File: src/rtl/nibble_compare_sequencer.sv
// nibble_compare_sequencer: serial MSB-first nibble magnitude comparator; define EARLY_EXIT_EN to stop at the first unequal nibble
module nibble_compare_sequencer #(
    parameter int WIDTH = 16,
    localparam int NIB = WIDTH / 4,
    localparam int CW = $clog2(NIB + 1),
    localparam int IW = (NIB > 1) ? $clog2(NIB) : 1
) (
    input  logic             clk,
    input  logic             rst,
    input  logic             start_valid,
    output logic             start_ready,
    input  logic [WIDTH-1:0] a,
    input  logic [WIDTH-1:0] b,
    output logic             busy,
    output logic             done,
    output logic             gt,
    output logic             eq,
    output logic             lt,
    output logic [CW-1:0]    nib_count
);
    typedef enum logic [1:0] {IDLE, CMP, DONE} state_t;
    state_t state, state_n;
    logic [WIDTH-1:0] a_r, b_r;
    logic [IW-1:0] idx;
    logic sgt, slt, ngt, nlt, fin, first;
    logic [3:0] na, nb;
    assign start_ready = state == IDLE;
    assign busy = state == CMP;
    assign done = state == DONE;
    // nibble slice compare, sticky merge and exit decision for the current CMP cycle
    always_comb begin
        na = a_r[4*idx +: 4];
        nb = b_r[4*idx +: 4];
        first = !(sgt || slt);
        ngt = sgt || (first && na > nb);
        nlt = slt || (first && na < nb);
`ifdef EARLY_EXIT_EN
        fin = idx == '0 || na != nb;
`else
        fin = idx == '0;
`endif
    end
    // state register
    always_ff @(posedge clk) begin
        if (rst) state <= IDLE;
        else state <= state_n;
    end
    // next state: IDLE -> CMP -> DONE -> IDLE
    always_comb begin
        state_n = state;
        case (state)
            IDLE: state_n = start_valid ? CMP : IDLE;
            CMP: state_n = fin ? DONE : CMP;
            default: state_n = IDLE;
        endcase
    end
    // operand capture, nibble walk and registered result; outputs stay clear until exit
    always_ff @(posedge clk) begin
        if (rst) begin
            a_r <= '0;
            b_r <= '0;
            idx <= '0;
            sgt <= 1'b0;
            slt <= 1'b0;
            gt <= 1'b0;
            eq <= 1'b0;
            lt <= 1'b0;
            nib_count <= '0;
        end else if (start_valid && start_ready) begin
            a_r <= a;
            b_r <= b;
            idx <= IW'(NIB - 1);
            sgt <= 1'b0;
            slt <= 1'b0;
            gt <= 1'b0;
            eq <= 1'b0;
            lt <= 1'b0;
            nib_count <= '0;
        end else if (busy) begin
            nib_count <= nib_count + CW'(1);
            sgt <= ngt;
            slt <= nlt;
            idx <= idx - IW'(1);
            if (fin) begin
                gt <= ngt;
                lt <= nlt;
                eq <= !(ngt || nlt);
            end
        end
    end
endmodule

File: config.mk
export PLATFORM = sky130hd
export DESIGN_NAME = nibble_compare_sequencer
export DESIGN_NICKNAME = d
export VERILOG_FILES = /design/src/rtl/nibble_compare_sequencer.sv
export SDC_FILE = /design/constraint.sdc
export NUM_CORES = 1
export LEC_CHECK = 0
export BUFFER_PORTS_ARGS = -buffer_cell sky130_fd_sc_hd__buf_2
export CAP_MARGIN = 20
export CORE_MARGIN = 2
export CORE_UTILIZATION = 35
export CTS_BUF_LIST = sky130_fd_sc_hd__clkbuf_8
export CTS_CLUSTER_DIAMETER = 120
export CTS_CLUSTER_SIZE = 10
export DETAILED_ROUTE_END_ITERATION = 10
export PLACE_DENSITY = 0.64
export SYNTH_ARGS = -nofsm -noshare
export SYNTH_HDL_FRONTEND = slang
export SYNTH_SLANG_ARGS = --single-unit
File: constraint.sdc
create_clock -name clk -period 2.7 [get_ports clk]
set_clock_uncertainty 0.05 [all_clocks]
set_input_delay 0.135 -clock clk [delete_from_list [all_inputs] [get_ports clk]]
set_output_delay 0.135 -clock clk [all_outputs]
set_load 0.03 [all_outputs]
==> results by group, run 1 <==
Timing
  • RSZ-0062 raised after global routing: false
  • Final number of setup-violating endpoints: 0
  • Peak Freq: between 0.4 and 0.5 GHz
  • Slew @ Worst Pin: 0.692 ns
  • Worst max-slew margin expressed relative to the limit: between 50% and 60%
  • Number of endpoints with negative hold slack in the final report: 0
  • Final worst-path cycle share: 89.6%
  • Minimum clock period after layout: roughly 2.4 ns
  • Max-slew violation count: 0
  • Post-Route Setup TNS: 0 ns

Synth
  • Yosys reg bits: 44
  • Top-count cell post-synth: nand2_1
  • Average cell area after synthesis: 8.61 sq um
  • Cell types occupying the most area after synthesis: dfxtp_1 46%, nand2_1 14%, a21oi_1 10%
  • Warnings from Yosys: 0
  • Predominant post-synthesis flop cell: dfxtp_1
  • Top cells by instance count after synthesis: 71 x nand2_1, 44 x dfxtp_1, 40 x a21oi_1, 9 x inv_1
  • FFs w/ async S/R, synth: 0%
  • Part of the Yosys area used for sequential elements: 45.9%
  • Cell variety after synth: 27
  • Post-synth EDFFs: 0
  • Synth Cell Area: about 1900 sq um
  • Post-synthesis cell count: 223
  • Area fraction of the dominant cell type after synthesis: between 40% and 50%
  • Synthesized Nets: ~260
  • Yosys top cell by area: dfxtp_1

Worst setup path
  • CP arrival: approximately 2.6 ns
  • FF-to-FF Start: idx[1]
  • Number of cell instances on the worst register-to-register path: 6
  • Required time worst endpoint: 2.88 ns
  • FF-to-FF setup slack: roughly 0.28 ns
  • CP Class: reg -> reg
  • Maximum fanout along the worst path: 6
  • Crit. End Element: register
  • Launching element type of the critical path: register
  • Worst R2R End: slt

Worst hold path
  • Hold Crit Endpoint: b_r[5]
  • Hold path cells: 3
  • Kind of path behind the tightest hold check: in -> reg
  • Hold path startpoint: b[5]

Clock network
  • TritonCTS Buffers: 5
  • Clock latency at the later pin of the worst-skew pair: between 0.2 and 0.3 ns
  • Worst-case clock buffer depth: 2
  • Post_cts resized: 0
  • Worst-path clk slew: 0.08 ns
  • Post-CTS Hold Fix Bufs: 0
  • # clock sinks: 44
  • Clock tree from TritonCTS: done
  • Buffer type at the clock tree root: clkbuf_8
  • CTS H-tree lvls: 2
  • Setup Fix Bufs, Post-CTS: 0

Pwr
  • Lkg Pwr: roughly 0.96 nW
  • PnR Total Power: 0.00145 W
  • Power density cells: 632 nW/um^2
  • Maximum ir drop on the vdd rail: 0.236 mV

Floorplanning
  • Area of the core: approximately 5200 sq um
  • Width of the die: slightly below 80 um
  • Die extent in y: between 70 and 80 um
  • Initial core utilization: between 30% and 40%
  • Area of the die: slightly above 6000 sq um
  • Boundary Pins: 44
  • Standard-cell rows: 26

Place
  • Port-buffer cells: 43
  • Post-DP HPWL: between 2 and 3 mm
  • Gp weighted congestion: roughly 0.75

Routing
  • Number of design-rule violations left by the first detailed-router iteration: 51
  • Wirelength per Cell: 11.6 um
  • Pre-Repair DR Iteration Count: 4
  • Vias per cell: 4.82
  • Antenna Violating Nets Remaining: 0
  • Vias after detailed routing: ~1,600
  • DR DRC count: 0
  • Overall routed net length: slightly below 4 mm

Finish
  • Area growth from synthesis to final layout: 19.5%
  • Post-Route Utilization: 44.1%
  • # fillers: between 500 and 600
  • Diode count: 0
  • Final nets: between 300 and 400
  • Fraction of layout cells with a size suffix above 1: about 26%

Global route
  • Via count of the first global-routing pass: ~1,700
  • Antenna violations before repair: 0
  • Wire length of the first global-routing pass: about 7.1 mm
  • Total overflow reported by the global router: 0
  • Maximum number of pins on one net before global-route repair: 39
  • Aggregate global-route resource usage: between 10% and 20%

Run
  • Max-Cap Viols: 0

Outcome
  • Result of the run: finished, final reports clean
per-layer routing:
| metal | GRT usage, % | vias to the layer above | wire, um |
|---|---|---|---|
| li1 | - | 827 | - |
| met3 | 3.91 | 6 | 189 |
| met4 | 4.21 | 0 | 49 |
| met2 | 24.7 | 34 | 1780 |
| met5 | 0 | - | 0 |
| met1 | 18.0 | 754 | 1890 |
per-stage QoR:
step	cells	cell area [sq um]	setup slack (ns)	hold WS, ns
after detailed placement	328	2200	0.285	0.331
after floorplan	223	1920	0.308	0.221
after global routing	336	2300	0.201	0.0220
final	336	2300	0.282	0.0232
after global placement	328	2200	0.359	0.329
after CTS	336	2300	0.271	0.0186
worst max path at each step:
stage | cells past startpoint | to | slack [ns] | from
3_5_place_dp | 6 | slt | 0.28 | idx[1]
5_1_grt | 6 | slt | 0.20 | idx[1]
3_3_place_gp | 6 | slt | 0.36 | idx[1]
6_report | 6 | slt | 0.28 | idx[1]
2_1_floorplan | 8 | slt | 0.31 | idx[0]
4_1_cts | 6 | slt | 0.27 | idx[1]
report_power, final:
group / internal (W) / switching, W
combinational: 0.000145 / 0.000166
sequential: 0.000695 / 0.0000313
clock: 0.000204 / 0.000211
total: 0.00104 / 0.000408
cell usage in the layout, fill, tap and decap left out, drive strengths merged:
cell type and count:
nand2 71, buf 47, dfxtp 44, a21oi 41, inv 10, mux4 8, ha 6, clkbuf 6
o21ai 6, nor2 5, nand2b 3, nor2b 3, nor3 3, xnor2 2, clkinv 2, o211a 1
a21o 1, and4 1, nand4bb 1, mux2i 1, nor3b 1, o21a 1, xor2 1, or4 1
critical path, stage by stage, from the launching register on:
cell and delay (ns):
dfxtp_1 0.46, mux4_2 0.55, ha_1 0.32, nor2b_4 0.13, o211a_4 0.24, or4_4 0.48
a21oi_2 0.13
sequential cells by signal (all words and copies together), names as in the netlist:
register and flops:
sgt 1, a_r 16, b_r 16, gt 1, eq 1, state 2
slt 1, lt 1, idx 2, nib_count 3
area by class of cell:
cell class | instances | area (sq um) | share of cell area, %
inverters | 10 | 37.5 | 1.63
well taps | 70 | 87.6 | 3.81
multi-input cells | 157 | 952 | 41.5
clock buffers | 6 | 82.6 | 3.60
flip-flops and latches | 44 | 881 | 38.4
clock inverters | 2 | 10.0 | 0.436
repair buffers | 47 | 245 | 10.7
cells by family after synthesis:
family                     after synthesis  share of synthesized area [%]
AOI/OAI and AO/OA                       50                           14.1
and+or+nand+nor                         89                           20.0
DFF                                     44                           45.9
buffers and inverters                   22                           4.82
adders and majority gates                6                           3.91
xor gates and xnor gates                 3                           1.37
muxes                                    9                           9.90
(Power assumes the default switching activity.)
==> run 2, diff against run 1 <==
Clock period 2.7 ns to 2.6 ns, I/O delays scaled along.
==> results by group, run 2 (synthesis results as in run 1) <==
Finish
  • Commonest cells after routing, fill and taps aside: 71 x nand2_1, 44 x dfxtp_1, 43 x buf_2, 40 x a21oi_1, 10 x inv_1
  • Fraction of layout cells with a size suffix above 1: 25.8% (-0.097 points)
  • Area growth from synthesis to final layout: 20.7%
  • # fillers: 529 (-2.6%)
  • Post-Route Utilization: 44.5% (+0.43 points)
  • Most common library cell in the layout ignoring fill and taps: nand2_1
  • Cell area after layout: 2320 sq um (+0.98%)
  • Final nets: 307 (+0.33%)
  • Diode count: 0 (unchanged)
  • Largest regs: a_r: 16 flops, b_r: 16 flops, nib_count: 3 flops

Worst hold path
  • Kind of path behind the tightest hold check: in -> reg

Global route
  • Total overflow reported by the global router: 0 (unchanged)
  • Via count of the first global-routing pass: 1,621 (-1.8%)
  • Antenna violations before repair: 0 (unchanged)
  • Wire length of the first global-routing pass: 7.09 mm (-0.58%)
  • Aggregate global-route resource usage: 14.3% (-0.21 points)
  • Maximum number of pins on one net before global-route repair: 36 (-7.7%)

Pwr
  • Lkg Pwr: 0.971 nW (+1.4%)
  • Internal power: 0.00115 W (+11%)
  • Maximum ir drop on the vdd rail: 0.289 mV (+22%)
  • Seq pwr share: 47.7% (-2.3 points)
  • Switching Fraction: 27.0% (-1.2 points)
  • Clock network fraction of total power: 31.7% (+3.1 points)
  • Power share of the combinational group: 20.6% (-0.8 points)
  • Power density cells: 682 nW/um^2 (+7.8%)
  • Switching component of the power: 0.000426 W (+4.3%)

Worst setup path
  • Kind of cell with the highest combined delay on the critical path: simple AND/OR/NAND/NOR gates
  • Required time worst endpoint: 2.77 ns (-0.11 ns)
  • CP arrival: 2.60 ns (about the same)
  • Slowest library cell on the worst path: mux4_2
  • Crit. End Element: register
  • Maximum fanout along the worst path: 6 (unchanged)
  • Critical-path cell list: mux4_2 > ha_1 > nor2b_4 > o211a_4 > or4_4 > a21oi_2
  • Largest stage delay on the critical path: 0.55 ns (about the same)
  • CP Class: reg -> reg
  • Buffer and inverter count on the worst path: 0 (unchanged)
  • Launching element type of the critical path: register

Timing
  • WHS: 0.0126 ns (-0.0106 ns)
  • RSZ-0062 raised after global routing: false
  • Number of endpoints with negative hold slack in the final report: 0 (unchanged)
  • Worst max-slew margin expressed relative to the limit: 76.4% (+23 points)
  • Minimum clock period after layout: 2.42 ns (+0.00602 ns)
  • Max-slew violation count: 0 (unchanged)
  • Slew @ Worst Pin: 0.355 ns (-0.338 ns)
  • Final worst-path cycle share: 93.2% (+3.7 points)
  • Peak Freq: 0.413 GHz (-0.25%)
  • Final number of setup-violating endpoints: 0 (unchanged)
  • Crit path setup slack, layout: 0.176 ns (-0.106 ns)
  • Post-Route Setup TNS: 0 ns (unchanged)

Floorplanning
  • Area of the core: 5200 sq um (unchanged)
  • Area of the die: 6100 sq um (unchanged)
  • Width of the die: 78.1 um (unchanged)
  • Boundary Pins: 44 (unchanged)
  • Initial core utilization: 36.9% (unchanged)
  • Die extent in y: 78.1 um (unchanged)
  • Standard-cell rows: 26 (unchanged)

Clock network
  • Post_cts resized: 0 (unchanged)
  • Worst-case clock buffer depth: 2 (unchanged)
  • Setup Fix Bufs, Post-CTS: 0 (unchanged)
  • Clock tree from TritonCTS: done
  • Worst-path clk slew: 0.08 ns (about the same)
  • Post-CTS Hold Fix Bufs: 0 (unchanged)
  • # clock sinks: 44 (unchanged)
  • TritonCTS Buffers: 5 (unchanged)
  • Buffer type at the clock tree root: clkbuf_8
  • CTS H-tree lvls: 2 (unchanged)
  • Clock latency at the later pin of the worst-skew pair: 0.29 ns (about the same)

Place
  • Post-DP HPWL: 2.87 mm (+1.5%)
  • Post-placement cell area: 2210 sq um (+0.34%)
  • Port-buffer cells: 43 (unchanged)
  • Gp weighted congestion: 0.752 (+0.83%)
  • DP Worst Slack: 0.202 ns (-0.0830 ns)

Routing
  • Number of design-rule violations left by the first detailed-router iteration: 103 (+100%)
  • Wirelength per Cell: 11.7 um (+0.52%)
  • Pre-Repair DR Iteration Count: 4 (unchanged)
  • Antenna Violating Nets Remaining: 0 (unchanged)
  • Overall routed net length: 3.93 mm (+0.82%)
  • Vias per cell: 4.72 (-2.1%)
  • Vias after detailed routing: 1,592 (-1.8%)
  • DR DRC count: 0 (unchanged)

Outcome
  • Result of the run: finished, final reports clean

Run
  • Max-Cap Viols: 0 (unchanged)
run 2: changes by cell type in the layout (fill, tap and decap cells not counted):
cell / previous run / this run
clkinv_2: 2 / 1
clkbuf_8: 6 / 5
inv_1: 9 / 10
buf_4: 4 / 5
bufinv_16: 0 / 1
run 2: power groups by stage:
stage                     Combinational [W]  Sequential [W]  Clock, W
after floorplan                    0.000245        0.000763         0
after global placement             0.000320        0.000770         0
after detailed placement           0.000329        0.000770         0
after CTS                          0.000330        0.000754  0.000514
after global routing               0.000368        0.000762  0.000538
final                              0.000325        0.000754  0.000501
run 2: worst register-to-register path: stages, from the launching register on:
cell,delay [ns]
dfxtp_1,0.45
mux4_2,0.55
ha_1,0.32
nor2b_4,0.13
o211a_4,0.24
or4_4,0.48
a21oi_2,0.13
run 2: final cells by class:
cell class | count | area [sq um] | share of cell area, %
clock buffers | 5 | 68.8 | 2.97
clock inverters | 3 | 38.8 | 1.67
inverters | 10 | 37.5 | 1.62
multi-input cells | 157 | 952 | 41.1
flip-flops and latches | 44 | 881 | 38.0
well taps | 70 | 87.6 | 3.78
repair buffers | 48 | 253 | 10.9
run 2: per-layer routing:
metal | part of all wire, % | track usage [%] | vias up
met4 | 1.7 | 5.09 | 0
met5 | 0 | 0 | -
met1 | 48 | 19.0 | 715
met3 | 4.9 | 3.56 | 8
li1 | - | - | 835
met2 | 45 | 22.7 | 34
run 2: worst paths after layout:
check         start      end  slack, ns  cells past startpoint
max          idx[1]      slt       0.18                      6
min           b[10]  b_r[10]       0.01                      3
max reg2reg  idx[1]      slt       0.18                      6
min reg2reg      eq       eq       0.41                      2
run 2: stage by stage:
step           instances  total power (W)
2_1_floorplan        223          0.00101
3_3_place_gp         329          0.00109
3_5_place_dp         329          0.00110
4_1_cts              337          0.00160
5_1_grt              337          0.00167
6_report             337          0.00158
==> run 3, diff against run 2 <==
Clock period 2.6 ns to 2.57 ns, I/O delays scaled along.
==> results by group, run 3 (synthesis results as in run 1) <==
Clock network
  • Worst-path clk slew: 0.08 ns (about the same)
  • Setup Fix Bufs, Post-CTS: 0 (unchanged)
  • Worst-case clock buffer depth: 2 (unchanged)
  • Buffer type at the clock tree root: clkbuf_8
  • Post-CTS Hold Fix Bufs: 0 (unchanged)
  • # clock sinks: 44 (unchanged)
  • TritonCTS Buffers: 5 (unchanged)
  • Post_cts resized: 0 (unchanged)
  • Clock tree from TritonCTS: done
  • Clock latency at the later pin of the worst-skew pair: 0.28 ns (about the same)
  • CTS H-tree lvls: 2 (unchanged)

Worst setup path
  • CP arrival: 2.51 ns (-0.09 ns)
  • Largest stage delay on the critical path: 0.52 ns (-0.03 ns)
  • Crit. End Element: register
  • FF-to-FF setup slack: 0.23 ns (+0.06 ns)
  • Launching element type of the critical path: register
  • Slowest library cell on the worst path: mux4_2
  • Maximum fanout along the worst path: 9 (+3)
  • Required time worst endpoint: 2.74 ns (-0.03 ns)
  • CP Class: reg -> reg
  • Critical-path cell list: buf_4 > mux4_2 > ha_1 > a21o_1 > or4_4 > a21oi_2

Timing
  • Peak Freq: 0.428 GHz (+3.7%)
  • Slew @ Worst Pin: 0.375 ns (+0.0202 ns)
  • Minimum clock period after layout: 2.34 ns (-0.0875 ns)
  • Number of endpoints with negative hold slack in the final report: 0 (unchanged)
  • RSZ-0062 raised after global routing: false
  • Max-slew violation count: 0 (unchanged)
  • Final worst-path cycle share: 90.9% (-2.3 points)
  • Post-Route Setup TNS: 0 ns (unchanged)
  • Final number of setup-violating endpoints: 0 (unchanged)
  • Worst max-slew margin expressed relative to the limit: 75.0% (-1.3 points)

Floorplanning
  • Initial core utilization: 36.9% (unchanged)
  • Area of the die: 6100 sq um (unchanged)
  • Area of the core: 5200 sq um (unchanged)
  • Boundary Pins: 44 (unchanged)
  • Standard-cell rows: 26 (unchanged)
  • Width of the die: 78.1 um (unchanged)
  • Die extent in y: 78.1 um (unchanged)

Global route
  • Maximum number of pins on one net before global-route repair: 36 (unchanged)
  • Wire length of the first global-routing pass: 6.94 mm (-2.0%)
  • GR met3 Demand/Resource: 3.68% (+0.11 points)
  • Via count of the first global-routing pass: 1,537 (-5.2%)
  • Met1 track demand over resource in global routing: 18.9% (-0.027 points)
  • Aggregate global-route resource usage: 14.1% (-0.15 points)
  • Most Crowded Layer GR: met2
  • Antenna violations before repair: 0 (unchanged)
  • Total overflow reported by the global router: 0 (unchanged)
  • Met2 demand-to-capacity share in global routing: 22.5% (-0.17 points)

Routing
  • Wirelength per Cell: 11.7 um (about the same)
  • DR DRC count: 0 (unchanged)
  • Antenna Violating Nets Remaining: 0 (unchanged)
  • Vias per cell: 4.70 (-0.61%)
  • Number of design-rule violations left by the first detailed-router iteration: 86 (-17%)
  • Pre-Repair DR Iteration Count: 5 (+1)
  • Overall routed net length: 3.95 mm (+0.31%)
  • Vias after detailed routing: 1,587 (-0.31%)

Pwr
  • Power share of the combinational group: 21.9% (+1.3 points)
  • Seq pwr share: 50.1% (+2.4 points)
  • Maximum ir drop on the vdd rail: 0.330 mV (+14%)
  • Clock network fraction of total power: 28.0% (-3.7 points)
  • Switching Fraction: 27.8% (+0.86 points)
  • Internal power: 0.00110 W (-5.0%)
  • Lkg Pwr: 0.971 nW (about the same)
  • Power density cells: 658 nW/um^2 (-3.5%)
  • PnR Total Power: 0.00152 W (-3.9%)
  • Switching component of the power: 0.000423 W (-0.81%)

Place
  • Post-DP HPWL: 2.89 mm (+0.42%)
  • Gp weighted congestion: 0.789 (+4.9%)
  • Port-buffer cells: 43 (unchanged)

Run
  • Max-Cap Viols: 0 (unchanged)

Finish
  • Largest regs: a_r: 16 flops, b_r: 16 flops, nib_count: 3 flops
  • Most common library cell in the layout ignoring fill and taps: nand2_1
  • Diode count: 0 (unchanged)
  • Area growth from synthesis to final layout: 20.2%
  • # fillers: 555 (+4.9%)
  • Fraction of layout cells with a size suffix above 1: 25.7% (-0.096 points)
  • Final nets: 308 (+0.33%)
  • Commonest cells after routing, fill and taps aside: 71 x nand2_1, 44 x dfxtp_1, 43 x buf_2, 40 x a21oi_1, 11 x inv_1

Outcome
  • Result of the run: finished, final reports clean

Worst hold path
  • Kind of path behind the tightest hold check: in -> reg
run 3: changes by cell type in the layout (fill, tap and decap cells not counted), sizes merged:
cell | previous run | this run
bufinv | 1 | 0
clkinv | 1 | 0
inv | 11 | 12
clkbuf | 5 | 6
buf | 48 | 49
run 3: layout make-up:
| cell class | instances | area (sq um) | share of cell area (%) |
|---|---|---|---|
| timing repair buffer | 49 | 260 | 11.3 |
| multi-input combinational | 157 | 952 | 41.2 |
| clock inverter | 2 | 7.51 | 0.325 |
| clock buffer | 6 | 82.6 | 3.58 |
| inverter | 10 | 37.5 | 1.63 |
| tap | 70 | 87.6 | 3.79 |
| sequential | 44 | 881 | 38.2 |
run 3: metrics by stage:
stage | hold WS (ns) | setup slack, ns | cell area [sq um] | std cells | util, %
floorplan | 0.214 | 0.178 | 1920 | 223 | -
global placement | 0.322 | 0.297 | 2220 | 330 | 42.6
detailed placement | 0.325 | 0.220 | 2220 | 330 | 42.6
CTS | 0.0129 | 0.214 | 2310 | 338 | 44.4
global route | 0.0120 | 0.102 | 2310 | 338 | 44.4
finish | 0.0215 | 0.233 | 2310 | 338 | 44.4
run 3: power by group through the flow:
stage | clock (W) | combinational, W | sequential, W
finish | 0.000425 | 0.000333 | 0.000761
global route | 0.000472 | 0.000375 | 0.000768
CTS | 0.000440 | 0.000336 | 0.000761
detailed placement | 0 | 0.000334 | 0.000777
global placement | 0 | 0.000329 | 0.000777
floorplan | 0 | 0.000248 | 0.000772
run 3: metal layers:
layer | routed length, um | up-vias
met1 | 2010 | 715
li1 | - | 834
met5 | 0 | -
met4 | 34 | 0
met2 | 1710 | 34
met3 | 187 | 4
run 3: worst paths after layout:
path            from      end  depth (start not counted)
min reg2reg  b_r[10]  b_r[10]                          2
min            a[11]  a_r[11]                          3
max           idx[0]      slt                          6
max reg2reg   idx[0]      slt                          6
run 3: worst max-delay path, delay by kind of cell, from the launching register on:
family          cells  cell delay [ns]
compound gates      2             0.37
fa+ha+maj           1             0.35
buf+inv             1             0.21
flops               1             0.35
mux                 1             0.52
simple gates        1             0.42
